$ cat config.mk
export PLATFORM = sky130hd
export DESIGN_NAME = alu_acc_display
export DESIGN_NICKNAME = d
export VERILOG_FILES = /design/src/rtl/alu_acc_display.sv
export SDC_FILE = /design/constraint.sdc
export NUM_CORES = 1
export LEC_CHECK = 0
export CAP_MARGIN = 15
export CORE_ASPECT_RATIO = 1.5
export CORE_MARGIN = 1.5
export CORE_UTILIZATION = 50
export CTS_CLUSTER_DIAMETER = 100
export CTS_CLUSTER_SIZE = 10
export DETAILED_ROUTE_END_ITERATION = 8
export MAX_ROUTING_LAYER = met4
export PLACE_DENSITY = 0.75
export REMOVE_ABC_BUFFERS = 1
export SLEW_MARGIN = 0
export SYNTH_ARGS = -nofsm -noshare
export SYNTH_HDL_FRONTEND = slang
export SYNTH_SLANG_ARGS = --single-unit
export TNS_END_PERCENT = 20
$ cat constraint.sdc
create_clock -name clk -period 6.4 [get_ports clk]
set_clock_uncertainty 0.15 [all_clocks]
set_input_delay 0.64 -clock clk [delete_from_list [all_inputs] [get_ports clk]]
set_output_delay 0.64 -clock clk [all_outputs]
set_load 0.05 [all_outputs]
$ cat src/rtl/alu_acc_display.sv
`default_nettype none
// ============================================================================
// Module   : alu_acc_display
// Purpose  : Accumulator ALU with flags, iterative 1-bit/cycle shifter and a
//            time-multiplexed multi-digit 7-segment scanner.
// Options  : SEG_BLANK_EN - leading-zero blanking on digits above digit 0.
// Revision : 1.0
// ============================================================================
module alu_acc_display #(
  parameter int WIDTH    = 8,
  parameter int DIGITS   = 2,
  parameter int SCAN_DIV = 27000
) (
  input  logic              clk,
  input  logic              rst_n,
  input  logic              op_valid,
  output logic              op_ready,
  input  logic [2:0]        op,
  input  logic [WIDTH-1:0]  operand,
  output logic [WIDTH-1:0]  acc,
  output logic              flag_zero,
  output logic              flag_carry,
  output logic              flag_neg,
  output logic [6:0]        seg,
  output logic [DIGITS-1:0] dig_en
);

  localparam int SHW   = $clog2(WIDTH);
  localparam int CNTW  = (SCAN_DIV > 1) ? $clog2(SCAN_DIV) : 1;
  localparam int IDXW  = (DIGITS > 1) ? $clog2(DIGITS) : 1;
  localparam int DISPW = DIGITS * 4;

  localparam logic [2:0] OP_LOAD = 3'd0;
  localparam logic [2:0] OP_ADD  = 3'd1;
  localparam logic [2:0] OP_SUB  = 3'd2;
  localparam logic [2:0] OP_AND  = 3'd3;
  localparam logic [2:0] OP_OR   = 3'd4;
  localparam logic [2:0] OP_XOR  = 3'd5;
  localparam logic [2:0] OP_SHL  = 3'd6;
  localparam logic [2:0] OP_SHR  = 3'd7;

  typedef enum logic [0:0] {
    ST_IDLE  = 1'b0,
    ST_SHIFT = 1'b1
  } state_t;

  state_t           state_q, state_d;
  logic [WIDTH-1:0] acc_q, acc_d;
  logic             carry_q, carry_d;
  logic [SHW-1:0]   cnt_q, cnt_d;
  logic             shr_q, shr_d;
  logic [WIDTH:0]   add_sum;
  logic [WIDTH:0]   sub_diff;
  logic [SHW-1:0]   shamt;
  logic             accept;

  logic [CNTW-1:0]   scan_cnt_q, scan_cnt_d;
  logic [IDXW-1:0]   idx_q, idx_d;
  logic [DIGITS-1:0] dig_en_q, dig_en_d;
  logic [6:0]        seg_q, seg_d;
  logic [DISPW-1:0]  disp;
  logic [DISPW-1:0]  disp_sh;
  logic [3:0]        nib;
  logic              blank;

  function automatic logic [6:0] hex_glyph(input logic [3:0] n);
    case (n)
      4'h0: hex_glyph = 7'h3F;
      4'h1: hex_glyph = 7'h06;
      4'h2: hex_glyph = 7'h5B;
      4'h3: hex_glyph = 7'h4F;
      4'h4: hex_glyph = 7'h66;
      4'h5: hex_glyph = 7'h6D;
      4'h6: hex_glyph = 7'h7D;
      4'h7: hex_glyph = 7'h07;
      4'h8: hex_glyph = 7'h7F;
      4'h9: hex_glyph = 7'h6F;
      4'hA: hex_glyph = 7'h77;
      4'hB: hex_glyph = 7'h7C;
      4'hC: hex_glyph = 7'h39;
      4'hD: hex_glyph = 7'h5E;
      4'hE: hex_glyph = 7'h79;
      default: hex_glyph = 7'h71;
    endcase
  endfunction

  assign op_ready = (state_q == ST_IDLE);
  assign accept   = op_valid && op_ready;
  assign shamt    = operand[SHW-1:0];

  // ALU / shifter next-state logic
  always_comb begin
    state_d  = state_q;
    acc_d    = acc_q;
    carry_d  = carry_q;
    cnt_d    = cnt_q;
    shr_d    = shr_q;
    add_sum  = {1'b0, acc_q} + {1'b0, operand};
    sub_diff = {1'b0, acc_q} - {1'b0, operand};
    case (state_q)
      ST_IDLE: begin
        if (accept) begin
          case (op)
            OP_LOAD: acc_d = operand;
            OP_ADD: begin
              acc_d   = add_sum[WIDTH-1:0];
              carry_d = add_sum[WIDTH];
            end
            OP_SUB: begin
              acc_d   = sub_diff[WIDTH-1:0];
              carry_d = sub_diff[WIDTH];
            end
            OP_AND: begin
              acc_d   = acc_q & operand;
              carry_d = 1'b0;
            end
            OP_OR: begin
              acc_d   = acc_q | operand;
              carry_d = 1'b0;
            end
            OP_XOR: begin
              acc_d   = acc_q ^ operand;
              carry_d = 1'b0;
            end
            OP_SHL, OP_SHR: begin
              // A zero-length shift completes immediately and only clears carry
              if (shamt == '0) begin
                carry_d = 1'b0;
              end else begin
                cnt_d   = shamt;
                shr_d   = (op == OP_SHR);
                state_d = ST_SHIFT;
              end
            end
            default: acc_d = acc_q;
          endcase
        end
      end
      ST_SHIFT: begin
        if (shr_q) begin
          carry_d = acc_q[0];
          acc_d   = {1'b0, acc_q[WIDTH-1:1]};
        end else begin
          carry_d = acc_q[WIDTH-1];
          acc_d   = {acc_q[WIDTH-2:0], 1'b0};
        end
        cnt_d = cnt_q - SHW'(1);
        if (cnt_q == SHW'(1)) begin
          state_d = ST_IDLE;
        end
      end
      default: state_d = ST_IDLE;
    endcase
  end

  always_ff @(posedge clk) begin
    if (!rst_n) begin
      state_q <= ST_IDLE;
      acc_q   <= '0;
      carry_q <= 1'b0;
      cnt_q   <= '0;
      shr_q   <= 1'b0;
    end else begin
      state_q <= state_d;
      acc_q   <= acc_d;
      carry_q <= carry_d;
      cnt_q   <= cnt_d;
      shr_q   <= shr_d;
    end
  end

  assign acc        = acc_q;
  assign flag_zero  = (acc_q == '0);
  assign flag_neg   = acc_q[WIDTH-1];
  assign flag_carry = carry_q;

  // Display image is taken from the next accumulator so seg always matches acc
  generate
    if (DISPW > WIDTH) begin : g_pad
      assign disp = {{(DISPW-WIDTH){1'b0}}, acc_d};
    end else begin : g_trunc
      assign disp = acc_d[DISPW-1:0];
    end
  endgenerate

  always_comb begin
    scan_cnt_d = scan_cnt_q + CNTW'(1);
    idx_d      = idx_q;
    if (scan_cnt_q == CNTW'(SCAN_DIV - 1)) begin
      scan_cnt_d = '0;
      idx_d      = (idx_q == IDXW'(DIGITS - 1)) ? '0 : idx_q + IDXW'(1);
    end
    dig_en_d = DIGITS'(1) << idx_d;
    disp_sh  = disp >> {idx_d, 2'b00};
    nib      = disp_sh[3:0];
    blank    = 1'b0;
`ifdef SEG_BLANK_EN
    blank    = (idx_d != '0) && (disp_sh == '0);
`else
    blank    = 1'b0;
`endif
    seg_d    = blank ? 7'h00 : hex_glyph(nib);
  end

  always_ff @(posedge clk) begin
    if (!rst_n) begin
      scan_cnt_q <= '0;
      idx_q      <= '0;
      dig_en_q   <= DIGITS'(1);
      seg_q      <= 7'h3F;
    end else begin
      scan_cnt_q <= scan_cnt_d;
      idx_q      <= idx_d;
      dig_en_q   <= dig_en_d;
      seg_q      <= seg_d;
    end
  end

  assign dig_en = dig_en_q;
  assign seg    = seg_q;

endmodule
`default_nettype wire
==> key figures <==
Worst setup path
  • Peak per-stage delay on the critical path: 580 ps
  • CP Class: primary input to flip-flop
  • Reg-to-reg startpoint: acc[0]
  • CP endpoint kind: flip-flop
  • Worst-path cell chain: clkdlybuf4s50_1, inv_1, ha_1, or2_4, a211oi_4, nor4b_1, a41o_1, o41ai_2, mux2i_1, inv_1, ha_1, nor3_1, o31ai_2
  • Critical path arrival: 3950 ps
  • CP max-delay cell: clkdlybuf4s50_1
  • RR Endpoint: seg[6]
  • Max FO, Critical Path: 5
  • Worst Reg-to-Reg Cells: 11
  • Worst setup SP type: primary input
  • WP data required: 6410 ps
  • R2r setup slk: 2800 ps

Clock tree
  • Clock transition at path regs: 80 ps
  • CTS Buf Count: 5
  • Postcts setup bufs: 0
  • Max clock buf depth: 2
  • Clk Latency, worst-skew pair: 290 ps
  • # hold bufs at CTS: 0
  • CTS H-Tree Depth: 2
  • Root buf cell: clkbuf_8
  • Post-cts sizing count: 0
  • TritonCTS clock tree: built
  • Clk sinks: 38

Pwr
  • Power per cell area: 219.3 nW/um2
  • Peak supply drop: 0.0001111 V
  • Net Switching: 0.0003188 W
  • Overall Power: 0.0008648 W
  • Sw frac: 36.87%
  • Int Power: 0.0005459 W
  • Logic pwr share: 39.1%
  • Leak: 1.589 nW
  • Sequential power share: 31.5%
  • Clock share of power: 29.4%

Floorplanning
  • Core Area: 6805 um2
  • Die Area: 7530 um2
  • Initial Util: 51.50%
  • Die X: 71.36 um
  • Rows: 37
  • Die height: 105.5 um
  • IO Count: 35

Logic synthesis
  • Unique cell type count in the Yosys netlist: 81
  • Register area share after synthesis: 21.71%
  • Mapped Avg Cell Area: 8.208 um2
  • Async SR Flop Fraction: 0%
  • Warnings from Yosys: 0
  • EDFF count, synth: 0
  • Mapped Area: 3505 um2
  • Cells after Synth: 427
  • Primary FF master, synth: dfxtp_1
  • Yosys reg bits: 38

STA
  • Final critical-path share of the clock period: 61.56%
  • Setup TNS Final: 0 ps
  • Rel. slew slack: 60.33%
  • Final hold violations: 0
  • PnR worst setup slack: 2460 ps
  • Hold_ws: 327.1 ps
  • FMAX: 253.8 MHz
  • Final Setup Violations: 0
  • Final Critical Period: 3940 ps
  • Final Max Tran Viols: 0
  • RSZ-0062 raised after global routing: no
  • Worst-Margin Slew: 593.2 ps

Global route
  • Initial antenna violation count: 0
  • Pin count of the biggest net entering global routing: 39
  • Vias in the first global route: 3096
  • Overall routing resource usage: 24.64%
  • Grt ovf: 0
  • Global-route wire length before repair: 14.55 mm

Route
  • Wire length per cell: 16.68 um
  • Detailed-route via count: 3230
  • Routed Antenna Nets: 0
  • Final wirelength: 8.741 mm
  • Routed wl met3: 450 um
  • DR WL met2: 4.507 mm
  • Highest routed layer: met4
  • Remaining DRCs: 0
  • Iteration-0 DRC Markers: 193
  • Vias per std cell: 6.164
  • Met1 wire length: 3.380 mm
  • Drt pass-1 iters: 5

Run status
  • Status: finished clean

Finish
  • Area grow syn2layout: 12.50%
  • Fraction of layout cells with a size suffix above 1: 9.641%
  • Nets: 496
  • Commonest non-fill, non-tap cell in the layout: nor2_1
  • Most frequent cells in the layout: 43 x nor2_1, 38 x dfxtp_1, 35 x ha_1
  • Fin util: 57.93%
  • Antenna diodes: 0

Worst hold path
  • Hold depth: 1
  • Hold path endpoint: scan_cnt_q[0]
  • Hold_sp: scan_cnt_q[0]
  • Hold/Removal Path Class: flip-flop to flip-flop

Place
  • DP Worst Slack: 2160 ps
  • GPL Wtd Cong: 0.9860
  • PortBufs: 34
  • DP HPWL: 6.523 mm

Flow run
  • Max-Cap Viols: 0
## flip-flops by register name, indices dropped and copies added, names as in the netlist
name and flops:
scan_cnt_q 15, acc 8, seg 7, cnt_q 3
dig_en 1, flag_carry 1, idx_q 1, shr_q 1
state_q 1
## kinds of logic (layout without fill, tap and decap cells)
| family | count (synthesis) | after routing | share of synthesized area (%) |
|---|---|---|---|
| compound gates | 108 | 108 | 22.85 |
| xor+xnor | 16 | 16 | 4.213 |
| fa+ha+maj | 37 | 37 | 13.64 |
| flops | 38 | 38 | 21.71 |
| simple gates | 153 | 153 | 24.42 |
| buf+inv | 60 | 79 | 8.461 |
| mux | 15 | 15 | 4.713 |
## power groups by stage
stage	logic, W	registers, W	clock network [W]
floorplan	0.000183	0.000324	0
CTS	0.000335	0.000271	0.000256
global placement	0.000327	0.000276	0
finish	0.000338	0.000272	0.000254
detailed placement	0.000333	0.000277	0
global route	0.000368	0.000274	0.000270
## area by class of cell
| type | count | area, um2 |
|---|---|---|
| timing repair buffer | 38 | 370.4 |
| fill | 651 | 2863 |
| clock inverter | 2 | 60.06 |
| multi-input combinational | 329 | 2447 |
| tap | 78 | 97.59 |
| inverter | 33 | 123.9 |
| clock buffer | 6 | 82.58 |
| sequential | 38 | 760.7 |
## worst max path at each step
stage               depth (start not counted)     end  startpoint  slack, ps
floorplan                                  12  seg[1]      acc[1]       2900
global placement                           13  seg[1]  operand[1]       2240
detailed placement                         12  seg[5]  operand[0]       2160
CTS                                        14  seg[0]  operand[1]       2460
global route                               12  seg[6]  operand[0]       2160
finish                                     13  seg[1]  operand[1]       2460
## cells in the mapped netlist (4+ instances only)
cell type / instances / share of area (%)
a211oi_1: 6 / 1.3
a21o_1: 5 / 1.1
a21oi_1: 24 / 3.4
a31oi_1: 5 / 0.89
and2_1: 5 / 0.89
and3_1: 5 / 0.89
buf_2: 12 / 1.7
buf_4: 5 / 1.1
buf_6: 5 / 1.6
clkbuf_1: 5 / 0.54
dfxtp_1: 38 / 22
ha_1: 35 / 12
inv_1: 32 / 3.4
mux2i_1: 12 / 3.4
nand2_1: 21 / 2.2
nand2b_1: 4 / 0.71
nand3_1: 16 / 2.3
nand4_1: 4 / 0.71
nor2_1: 43 / 4.6
nor2b_1: 6 / 1.1
nor3_1: 13 / 1.9
o211ai_1: 6 / 1.3
o21ai_0: 18 / 2.6
o31ai_1: 8 / 1.7
or3_1: 5 / 0.89
xnor2_1: 4 / 1.0
xor2_1: 11 / 2.7
## worst max-delay path, delay by kind of cell
kind | cells | cell delay (ps)
AOI/OAI and AO/OA | 4 | 940
buffers and inverters | 3 | 930
adders and majority gates | 2 | 620
and+or+nand+nor | 3 | 580
muxes | 1 | 240
## per-layer routing
metal | GRT usage [%] | vias to the layer above
met5 | - | -
met4 | 13.34 | 0
met3 | 3.537 | 38
met1 | 26.20 | 1511
li1 | - | 1558
met2 | 43.06 | 123
## through the flow
stage | cell area, um2 | instances
2_1_floorplan | 3332 | 400
3_3_place_gp | 3800 | 516
3_5_place_dp | 3800 | 516
4_1_cts | 3943 | 524
5_1_grt | 3943 | 524
6_report | 3943 | 524
(Power assumes the default switching activity.)
